$ cat src/rtl/i2c_tmp10x_regfile_slave.sv
// TMP10x-style I2C temperature-sensor slave: oversampled bus front end, pointer-addressed
// TEMP/CONFIG/TLOW/THIGH register file and a fault-queued comparator/interrupt alert.
module i2c_tmp10x_regfile_slave #(
  parameter int unsigned              ADDRESSLENGTH = 7,
  parameter logic [ADDRESSLENGTH-1:0] BASE_ADDRESS  = 7'b1001000,
  parameter int unsigned              TEMP_WIDTH    = 12,
  parameter int unsigned              SYNC_STAGES   = 2
) (
  input  logic                         Clk,
  input  logic                         Reset,
  input  logic                         SCL,
  input  logic                         SDA_In,
  output logic                         SDA_Oe,
  input  logic [1:0]                   Addr_Pins,
  input  logic signed [TEMP_WIDTH-1:0] Temperature_In,
  input  logic                         Temp_Valid,
  output logic                         Alert,
  output logic                         Busy
);

  typedef enum logic [3:0] {
    S_IDLE,
    S_ADDR,
    S_ADDR_ACK,
    S_PTR,
    S_PTR_ACK,
    S_WR_MSB,
    S_WR_MSB_ACK,
    S_WR_LSB,
    S_WR_LSB_ACK,
    S_RD_MSB,
    S_RD_ACK,
    S_RD_LSB,
    S_IGNORE
  } state_e;

  // ---------------------------------------------------------------- bus front end
  logic [SYNC_STAGES-1:0] scl_sync_q, sda_sync_q;
  logic                   scl_prev_q, sda_prev_q;
  logic                   scl_s, sda_s;
  logic                   scl_rise, scl_fall, start_det, stop_det;

  always_ff @(posedge Clk or posedge Reset) begin
    if (Reset) begin
      scl_sync_q <= '1;
      sda_sync_q <= '1;
      scl_prev_q <= 1'b1;
      sda_prev_q <= 1'b1;
    end else begin
      scl_sync_q <= {scl_sync_q[SYNC_STAGES-2:0], SCL};
      sda_sync_q <= {sda_sync_q[SYNC_STAGES-2:0], SDA_In};
      scl_prev_q <= scl_s;
      sda_prev_q <= sda_s;
    end
  end

  assign scl_s     = scl_sync_q[SYNC_STAGES-1];
  assign sda_s     = sda_sync_q[SYNC_STAGES-1];
  assign scl_rise  = scl_s & ~scl_prev_q;
  assign scl_fall  = ~scl_s & scl_prev_q;
  assign start_det = scl_s & scl_prev_q & sda_prev_q & ~sda_s;
  assign stop_det  = scl_s & scl_prev_q & ~sda_prev_q & sda_s;

  // ---------------------------------------------------------------- state
  state_e                  state_q, state_d;
  logic [3:0]              bitcnt_q, bitcnt_d;
  logic [7:0]              rx_q, rx_d;
  logic [7:0]              tx_q, tx_d;
  logic                    oe_q, oe_d;
  logic                    busy_q, busy_d;
  logic                    rw_q, rw_d;
  logic [1:0]              ptr_q, ptr_d;
  logic [7:0]              wr_msb_q, wr_msb_d;
  logic [15:0]             shadow_q, shadow_d;
  logic                    rd_lsb_next_q, rd_lsb_next_d;
  logic                    mack_q, mack_d;

  logic [TEMP_WIDTH-1:0]   temp_q, temp_d;
  logic [4:0]              cfg_q, cfg_d;
  logic [15:0]             tlow_q, tlow_d;
  logic [15:0]             thigh_q, thigh_d;
  logic [2:0]              fcnt_q, fcnt_d;
  logic                    alert_act_q, alert_act_d;
  logic                    arm_low_q, arm_low_d;
  logic                    alert_q;

  logic                    cfg_sd, cfg_tm, cfg_pol;
  logic [1:0]              cfg_f;
  logic [ADDRESSLENGTH-1:0] my_addr;
  logic                    addr_match;
  logic [15:0]             reg_rd;
  logic [15:0]             commit_word;
  logic                    commit;
  logic                    rd_match;

  assign cfg_sd  = cfg_q[0];
  assign cfg_tm  = cfg_q[1];
  assign cfg_pol = cfg_q[2];
  assign cfg_f   = cfg_q[4:3];

  assign my_addr     = {BASE_ADDRESS[ADDRESSLENGTH-1:2], Addr_Pins};
  assign addr_match  = (rx_q[7 -: ADDRESSLENGTH] == my_addr);
  assign commit_word = {wr_msb_q, rx_q};

  always_comb begin
    reg_rd = '0;
    case (ptr_q)
      2'd0:    reg_rd = {temp_q, {(16-TEMP_WIDTH){1'b0}}};
      2'd1:    reg_rd = {3'b000, cfg_q, 8'h00};
      2'd2:    reg_rd = tlow_q;
      default: reg_rd = thigh_q;
    endcase
  end

  always_ff @(posedge Clk or posedge Reset) begin
    if (Reset) begin
      state_q       <= S_IDLE;
      bitcnt_q      <= '0;
      rx_q          <= '0;
      tx_q          <= '0;
      oe_q          <= 1'b0;
      busy_q        <= 1'b0;
      rw_q          <= 1'b0;
      ptr_q         <= '0;
      wr_msb_q      <= '0;
      shadow_q      <= '0;
      rd_lsb_next_q <= 1'b0;
      mack_q        <= 1'b0;
    end else begin
      state_q       <= state_d;
      bitcnt_q      <= bitcnt_d;
      rx_q          <= rx_d;
      tx_q          <= tx_d;
      oe_q          <= oe_d;
      busy_q        <= busy_d;
      rw_q          <= rw_d;
      ptr_q         <= ptr_d;
      wr_msb_q      <= wr_msb_d;
      shadow_q      <= shadow_d;
      rd_lsb_next_q <= rd_lsb_next_d;
      mack_q        <= mack_d;
    end
  end

  // Data is sampled on SCL rise; every state change and SDA drive update happens on SCL fall.
  always_comb begin
    state_d       = state_q;
    bitcnt_d      = bitcnt_q;
    rx_d          = rx_q;
    tx_d          = tx_q;
    oe_d          = oe_q;
    busy_d        = busy_q;
    rw_d          = rw_q;
    ptr_d         = ptr_q;
    wr_msb_d      = wr_msb_q;
    shadow_d      = shadow_q;
    rd_lsb_next_d = rd_lsb_next_q;
    mack_d        = mack_q;
    commit        = 1'b0;
    rd_match      = 1'b0;

    if (stop_det) begin
      state_d = S_IDLE;
      oe_d    = 1'b0;
      busy_d  = 1'b0;
    end else if (start_det) begin
      state_d  = S_ADDR;
      bitcnt_d = '0;
      oe_d     = 1'b0;
    end else begin
      if (scl_rise) begin
        bitcnt_d = bitcnt_q + 4'd1;
        rx_d     = {rx_q[6:0], sda_s};
        if (state_q == S_RD_ACK) mack_d = ~sda_s;
      end
      if (scl_fall) begin
        case (state_q)
          S_ADDR: begin
            if (bitcnt_q == 4'd8) begin
              bitcnt_d = '0;
              if (addr_match) begin
                state_d = S_ADDR_ACK;
                oe_d    = 1'b1;
                busy_d  = 1'b1;
                rw_d    = rx_q[0];
                if (rx_q[0]) begin
                  shadow_d = reg_rd;
                  rd_match = 1'b1;
                end
              end else begin
                state_d = S_IGNORE;
                oe_d    = 1'b0;
              end
            end
          end
          S_ADDR_ACK: begin
            bitcnt_d = '0;
            if (rw_q) begin
              state_d = S_RD_MSB;
              tx_d    = shadow_q[15:8];
              oe_d    = ~shadow_q[15];
            end else begin
              state_d = S_PTR;
              oe_d    = 1'b0;
            end
          end
          S_PTR: begin
            if (bitcnt_q == 4'd8) begin
              state_d  = S_PTR_ACK;
              bitcnt_d = '0;
              oe_d     = 1'b1;
              ptr_d    = rx_q[1:0];
            end
          end
          S_PTR_ACK, S_WR_LSB_ACK: begin
            state_d  = S_WR_MSB;
            bitcnt_d = '0;
            oe_d     = 1'b0;
          end
          S_WR_MSB: begin
            if (bitcnt_q == 4'd8) begin
              state_d  = S_WR_MSB_ACK;
              bitcnt_d = '0;
              oe_d     = 1'b1;
              wr_msb_d = rx_q;
            end
          end
          S_WR_MSB_ACK: begin
            state_d  = S_WR_LSB;
            bitcnt_d = '0;
            oe_d     = 1'b0;
          end
          S_WR_LSB: begin
            if (bitcnt_q == 4'd8) begin
              state_d  = S_WR_LSB_ACK;
              bitcnt_d = '0;
              oe_d     = 1'b1;
              commit   = 1'b1;
            end
          end
          S_RD_MSB, S_RD_LSB: begin
            if (bitcnt_q == 4'd8) begin
              state_d       = S_RD_ACK;
              bitcnt_d      = '0;
              oe_d          = 1'b0;
              rd_lsb_next_d = (state_q == S_RD_MSB);
            end else begin
              tx_d = {tx_q[6:0], 1'b0};
              oe_d = ~tx_q[6];
            end
          end
          S_RD_ACK: begin
            bitcnt_d = '0;
            if (!mack_q) begin
              state_d = S_IGNORE;
              oe_d    = 1'b0;
            end else if (rd_lsb_next_q) begin
              state_d = S_RD_LSB;
              tx_d    = shadow_q[7:0];
              oe_d    = ~shadow_q[7];
            end else begin
              state_d = S_RD_MSB;
              tx_d    = shadow_q[15:8];
              oe_d    = ~shadow_q[15];
            end
          end
          default: ;
        endcase
      end
    end
  end

  // ---------------------------------------------------------------- temperature and alert
  logic signed [TEMP_WIDTH-1:0] t_low, t_high;
  logic [2:0]                   fault_limit;
  logic [2:0]                   fcnt_inc;
  logic                         watch_low, qual, fire;

  assign t_low    = $signed(tlow_q[15 -: TEMP_WIDTH]);
  assign t_high   = $signed(thigh_q[15 -: TEMP_WIDTH]);
  assign fcnt_inc = fcnt_q + 3'd1;

  always_comb begin
    case (cfg_f)
      2'd0:    fault_limit = 3'd1;
      2'd1:    fault_limit = 3'd2;
      2'd2:    fault_limit = 3'd4;
      default: fault_limit = 3'd6;
    endcase
  end

  // Interrupt mode alternates high/low watch via arm_low; comparator mode watches by alert state.
  always_comb begin
    temp_d      = temp_q;
    cfg_d       = cfg_q;
    tlow_d      = tlow_q;
    thigh_d     = thigh_q;
    fcnt_d      = fcnt_q;
    alert_act_d = alert_act_q;
    arm_low_d   = arm_low_q;
    watch_low   = cfg_tm ? arm_low_q : alert_act_q;
    qual        = watch_low ? (Temperature_In < t_low) : (Temperature_In >= t_high);
    fire        = 1'b0;

    if (Temp_Valid && !cfg_sd) begin
      temp_d = Temperature_In;
      if (qual) begin
        if (fcnt_inc >= fault_limit) begin
          fcnt_d = '0;
          fire   = 1'b1;
        end else begin
          fcnt_d = fcnt_inc;
        end
      end else begin
        fcnt_d = '0;
      end
      if (fire) begin
        if (cfg_tm) begin
          alert_act_d = 1'b1;
          arm_low_d   = ~arm_low_q;
        end else begin
          alert_act_d = ~watch_low;
          arm_low_d   = ~watch_low;
        end
      end
    end

    if (rd_match && cfg_tm) alert_act_d = 1'b0;

    if (commit) begin
      case (ptr_q)
        2'd1: begin
          cfg_d  = commit_word[12:8];
          fcnt_d = '0;
        end
        2'd2:    tlow_d  = commit_word;
        2'd3:    thigh_d = commit_word;
        default: ;
      endcase
    end
  end

  always_ff @(posedge Clk or posedge Reset) begin
    if (Reset) begin
      temp_q      <= '0;
      cfg_q       <= '0;
      tlow_q      <= 16'h4B00;
      thigh_q     <= 16'h5000;
      fcnt_q      <= '0;
      alert_act_q <= 1'b0;
      arm_low_q   <= 1'b0;
      alert_q     <= 1'b1;
    end else begin
      temp_q      <= temp_d;
      cfg_q       <= cfg_d;
      tlow_q      <= tlow_d;
      thigh_q     <= thigh_d;
      fcnt_q      <= fcnt_d;
      alert_act_q <= alert_act_d;
      arm_low_q   <= arm_low_d;
      alert_q     <= alert_act_q ? cfg_pol : ~cfg_pol;
    end
  end

  assign SDA_Oe = oe_q;
  assign Busy   = busy_q;
  assign Alert  = alert_q;

endmodule
$ cat config.mk
export PLATFORM = sky130hd
export DESIGN_NAME = i2c_tmp10x_regfile_slave
export DESIGN_NICKNAME = d
export VERILOG_FILES = /design/src/rtl/i2c_tmp10x_regfile_slave.sv
export SDC_FILE = /design/constraint.sdc
export NUM_CORES = 1
export LEC_CHECK = 0
export CAP_MARGIN = 5
export CORE_MARGIN = 10
export CORE_UTILIZATION = 60
export DETAILED_ROUTE_END_ITERATION = 12
export GPL_TIMING_DRIVEN = 1
export PLACE_DENSITY = 0.79
export SYNTH_ARGS = -nofsm -noshare
export SYNTH_HDL_FRONTEND = slang
export SYNTH_SLANG_ARGS = --single-unit
$ cat constraint.sdc
create_clock -name Clk -period 5.1 [get_ports Clk]
set_input_delay 0.765 -clock Clk [delete_from_list [all_inputs] [get_ports Clk]]
set_output_delay 0.765 -clock Clk [all_outputs]
set_load 0.1 [all_outputs]
# Word-level counts from Yosys, hierarchy flattened
# Cells that the tools add are included.
# word_totals
ff_bits	115
elab_cells	183
inputBits	19
output_inout_bits	3
# classes
addsub	2
eq_ne	28
muxes	70
order_cmp	3
n_bitwise	19
reduce_logical	37
# op_table
operator	count
$mux W4	14
$pmux W16 S3	1
$mux W1	39
$pmux W4 S9	1
$mux W7	4
$pmux W7 S3	1
$reduce_and A7 Y1	3
$eq A4 B4 Y1 const B	5
$ne A4 B4 Y1 const B	5
$reduce_and A5 Y1	4
$mux W3	6
$eq A4 B3 Y1 const B	4
$ge A12 B12 Y1	1
$lt A12 B12 Y1	1
$not A1 Y1	12
$reduce_bool A2 Y1	6
$reduce_bool A11 Y1	1
$reduce_and A2 Y1	5
$pmux W3 S3	1
$eq A4 B2 Y1 const B	2
$pmux W4 S2	1
$reduce_and A4 Y1	2
$reduce_bool A8 Y1	1
$and A1 B1 Y1	7
other kinds (22)	32

# Longest topological paths before layout
# depth
word_depth	10
depth_mapped	10
ltp_nobuf	8

# Worst setup path after synthesis
# No wires, ideal clock.
# synth_timing
path_kind	in2reg
from	input Temperature_In[11]
to	register arm_low_q
setup_ps	122
t_arrival_ps	2310
stages	7
path_slack_ps	2668
cell_sequence	ha_1 nand4_1 or4_1 o2111ai_1 mux2_2 nand3_1 a32o_1
# synth_between
elab_chain_len	5
# synth_lines
item	line	rtl
start, declared	15	input logic signed [TEMP_WIDTH-1:0] Temperature_In,
$ge A12 B12 Y1 or $lt A12 B12 Y1 (tied branches)	302	qual = watch_low ? (Temperature_In < t_low) : (Temperature_In >= t_high);
$mux W1 *	302	
$mux W1 *	307	if (qual) begin
$mux W1 *	305	if (Temp_Valid && !cfg_sd) begin
$reduce_and A2 Y1 (no source line) *	-	
end signal, assigned	360	arm_low_q <= arm_low_d;
end, declared	84	logic arm_low_q, arm_low_d;
# Mark *: on every way between the ends. The rest lies on a longest branch, timed or not. The select of a mux whose other input is x is not followed.
# A chain may end at the register's enable or synchronous reset.

# Worst setup path after layout
# layout_timing
from	register alert_q (netlist: Alert)
to	output Alert
# layout_rtl
item	line	rtl
start, declared	85	logic alert_q;
start signal, assigned	361	alert_q <= alert_act_q ? cfg_pol : ~cfg_pol;
end, declared	17	output logic Alert,
# No word-level cell between the ends.

==> results.md <==
* CP max-delay cell: clkdlybuf4s50_1
* Root Buffer: clkbuf_8
* Syn Inst Count at 560
* I/O Pins at 22
* CP max stage delay at 1.12 ns
* Cts hold-fix bufs at 0
* Die Ht at 119 microns
* Final period util at 57.4%
* Power per cell area at 409 mW/mm^2
* Vias in the first global route at 4645
* CTS tree: yes
* DIE AREA at 0.0142 sq mm
* Final min period at 2.93 ns
* Number of synthesis warnings at 0
* Antenna violation net count after detailed routing at 0
* Worst Path Arrival at 2.16 ns
* Initial antenna violation count at 0
* IO buf count at 21
* Async set-or-reset flop fraction in the synthesized netlist at 100%
* DRT Pass-1 Iters at 5
* Final hold vios at 0
* Crit end category: primary output
* Final number of max-transition violations at 0
* Rows at 36
* Worst skew pair latency at 0.53 ns
* Gpl congestion at 0.922
* Resize count post-CTS at 0
* Fill count at 676
* Worst r2r src: bitcnt_q[0]
* Hold Crit Class: reg2reg
* Detailed Route WL at 14000 microns
* Starting Density at 60.9%
* Worst clock skew at 0.00611 ns
* Main synth FF type: dfrtp_1
* Largest net degree at the start of global routing at 86
* Top-area cell type share of the netlist area at 43.3%
* Syn_area_per_cell at 10.5 sq um
* Flops & latches, synth at 115
* Iter 0 DRT Violations at 315
* Max-slew headroom at 21.7%
* Max Freq at 341 MHz
* Unrepaired setup endpoints after global routing: no
* Antenna cells at 0
* Core area at 0.00968 sq mm
* Final net count at 624
* DRC viols at 0
* Largest cells by area after synthesis: dfrtp_1 43%, mux2_2 11%, nand2_1 6.2%, ha_1 6.2%, dfstp_2 5.8%
* Clk buf depth at 2
* R2R depth at 8
* Vias/cell at 6.15
* CP Buf/Inv Count at 1
* Top delay family on crit path: buffers and inverters
* Internal reg-to-reg setup slack at 2.34 ns
* CTS Buf Count at 17
* Syn Nets at 608
* Dpl cells at 690
* First-pass GRT wire length at 23100 microns
* Layout cells sized above 1 at 20.2%
* Die W at 119 microns
* Grt total ovfl at 0
* Crit. Startpoint: Alert
* Yosys cell types at 57
* CTS H-tree lvls at 4
* GRT Overall Usage at 20.2%
* CP required at 4.34 ns
* Post-Route Utilization at 70.3%
* Clock Pin Slew Worst Setup and Hold Paths at 0.06 ns
* Via count at 4439
* End point of the critical path: Alert
* Postcts setup bufs at 0
* Max cap viols at 0
* Proportion of synthesized chip area in sequential cells at 49.1%
* Worst reg2reg path endpoint: tlow_q[3]
* CP Max Fanout at 1
* Cells along the critical path: clkdlybuf4s50_1
* WS Path Type: reg2out
* Status: complete, no violations
* Clock sink total at 115
* Area grow syn2layout at 15.5%
* Leading area contributor after synthesis: dfrtp_1
* Slew @ Worst Pin at 1.17 ns
* WP depth at 1
* Final HPWL DP at 8980 microns
* Post-route setup TNS at 0 ns
* Final Non-Filler Cells at 722
* Critical Path Source Type: flop
* Routed len/inst at 19.4 microns
* P_leak at 3.07 nW
* Peak supply drop at 264 uV
* Post-synth EDFFs at 0
* Post-Syn Area at 0.00590 sq mm
* Final hold slack at 0.358 ns
* Final setup viols at 0
## state kept, by name, summed over array words and instances, names as in the netlist, 3 cells and up
name / cells
fcnt_q: 3
temp_q: 12
wr_msb_q: 8
rx_q: 8
cfg_q: 5
shadow_q: 16
tlow_q: 16
state_q: 4
tx_q: 7
thigh_q: 16
bitcnt_q: 4
## how the worst min path moves through the flow
stage	end	start	cells after the start	slack [ns]
floorplan	scl_sync_q[1]	scl_sync_q[0]	0	0.35
CTS	sda_sync_q[1]	sda_sync_q[0]	0	0.36
global route	sda_sync_q[1]	sda_sync_q[0]	0	0.36
finish	sda_sync_q[1]	sda_sync_q[0]	0	0.36
global placement	scl_sync_q[1]	scl_sync_q[0]	0	0.35
detailed placement	scl_sync_q[1]	scl_sync_q[0]	0	0.35
## cells in the mapped netlist, types with 2 or more instances
cell       number
buf_2           8
and3_1          4
xor2_1          4
nor2_1         23
nor2b_1         3
nand2_1        97
nor4b_1         2
dfrtp_1       102
o21ai_1         2
a222oi_1        6
o32ai_1         2
and3b_1         2
a21oi_1        21
o21ai_0        33
o21a_1          3
a21o_1          3
mux2_2         57
o2111ai_1       6
nor3b_1         3
dfstp_2        13
nand3_1         7
a31oi_1        13
a211oi_1        2
buf_1           2
nor3_1          5
nand2b_1        9
mux2i_1        11
and2_1          2
nand3b_1        2
clkbuf_1       14
mux4_2          5
a2111oi_0       2
ha_1           29
nand4_1         4
inv_1          37
## stage by stage
stage | setup slack [ns] | power, mW | cell area, sq um
final | 2.17 | 2.78 | 6810
after CTS | 2.15 | 2.77 | 6810
after detailed placement | 1.95 | 1.48 | 6170
after global routing | 2.15 | 2.88 | 6810
after floorplan | 1.31 | 1.38 | 5900
after global placement | 1.97 | 1.46 | 6170
## cell type report
type | count | area [sq um] | area share (%)
timing repair buffer | 23 | 225 | 3.31
sequential | 115 | 2890 | 42.5
tap | 133 | 166 | 2.44
inverter | 37 | 141 | 2.08
clock buffer | 19 | 432 | 6.34
clock inverter | 13 | 206 | 3.03
multi-input combinational | 382 | 2740 | 40.3
## power breakdown
group | switching [mW] | internal, mW
combinational | 0.241 | 0.153
sequential | 0.114 | 0.980
clock | 0.439 | 0.856
total | 0.794 | 1.99
## cell usage in the layout (no fill, tap or decap), types with 2 or more instances in the layout
cell type        count
nor2_1              23
inv_6                2
dfstp_2             13
nand4_1              4
and2_1               2
nand3b_1             2
clkinv_2             3
mux4_2               5
nor4b_1              2
o21a_1               3
o21ai_0             33
bufinv_16            5
nand3_1              7
a21o_1               3
nand2_1             97
a211oi_1             2
dfrtp_1            102
mux2_2              57
mux2i_1             11
o2111ai_1            6
nor3b_1              3
clkinvlp_4           2
a31oi_1             13
a21oi_1             21
clkbuf_8             2
buf_4                2
and3_1               4
o21ai_1              2
xor2_1               4
and3b_1              2
o32ai_1              2
ha_1                29
clkdlybuf4s50_1     21
a2111oi_0            2
inv_1               36
nor3_1               5
clkbuf_16           16
nor2b_1              3
nand2b_1             9
a222oi_1             6
## kinds of logic after synthesis
family | synth area share, %
xor+xnor | 0.743
fa+ha+maj | 6.15
simple gates | 13.8
buf+inv | 4.37
flops | 49.1
compound gates | 11.2
mux | 14.7
## routing by layer
metal | global-route usage, % | up-vias | share of wire (%)
met3 | 5.38 | 45 | 4.7
met1 | 24.2 | 2231 | 43
met5 | 0 | - | 0
met4 | 7.56 | 0 | 2.6
li1 | - | 2011 | -
met2 | 34.2 | 152 | 50
Power figures use the tool's default switching activity.
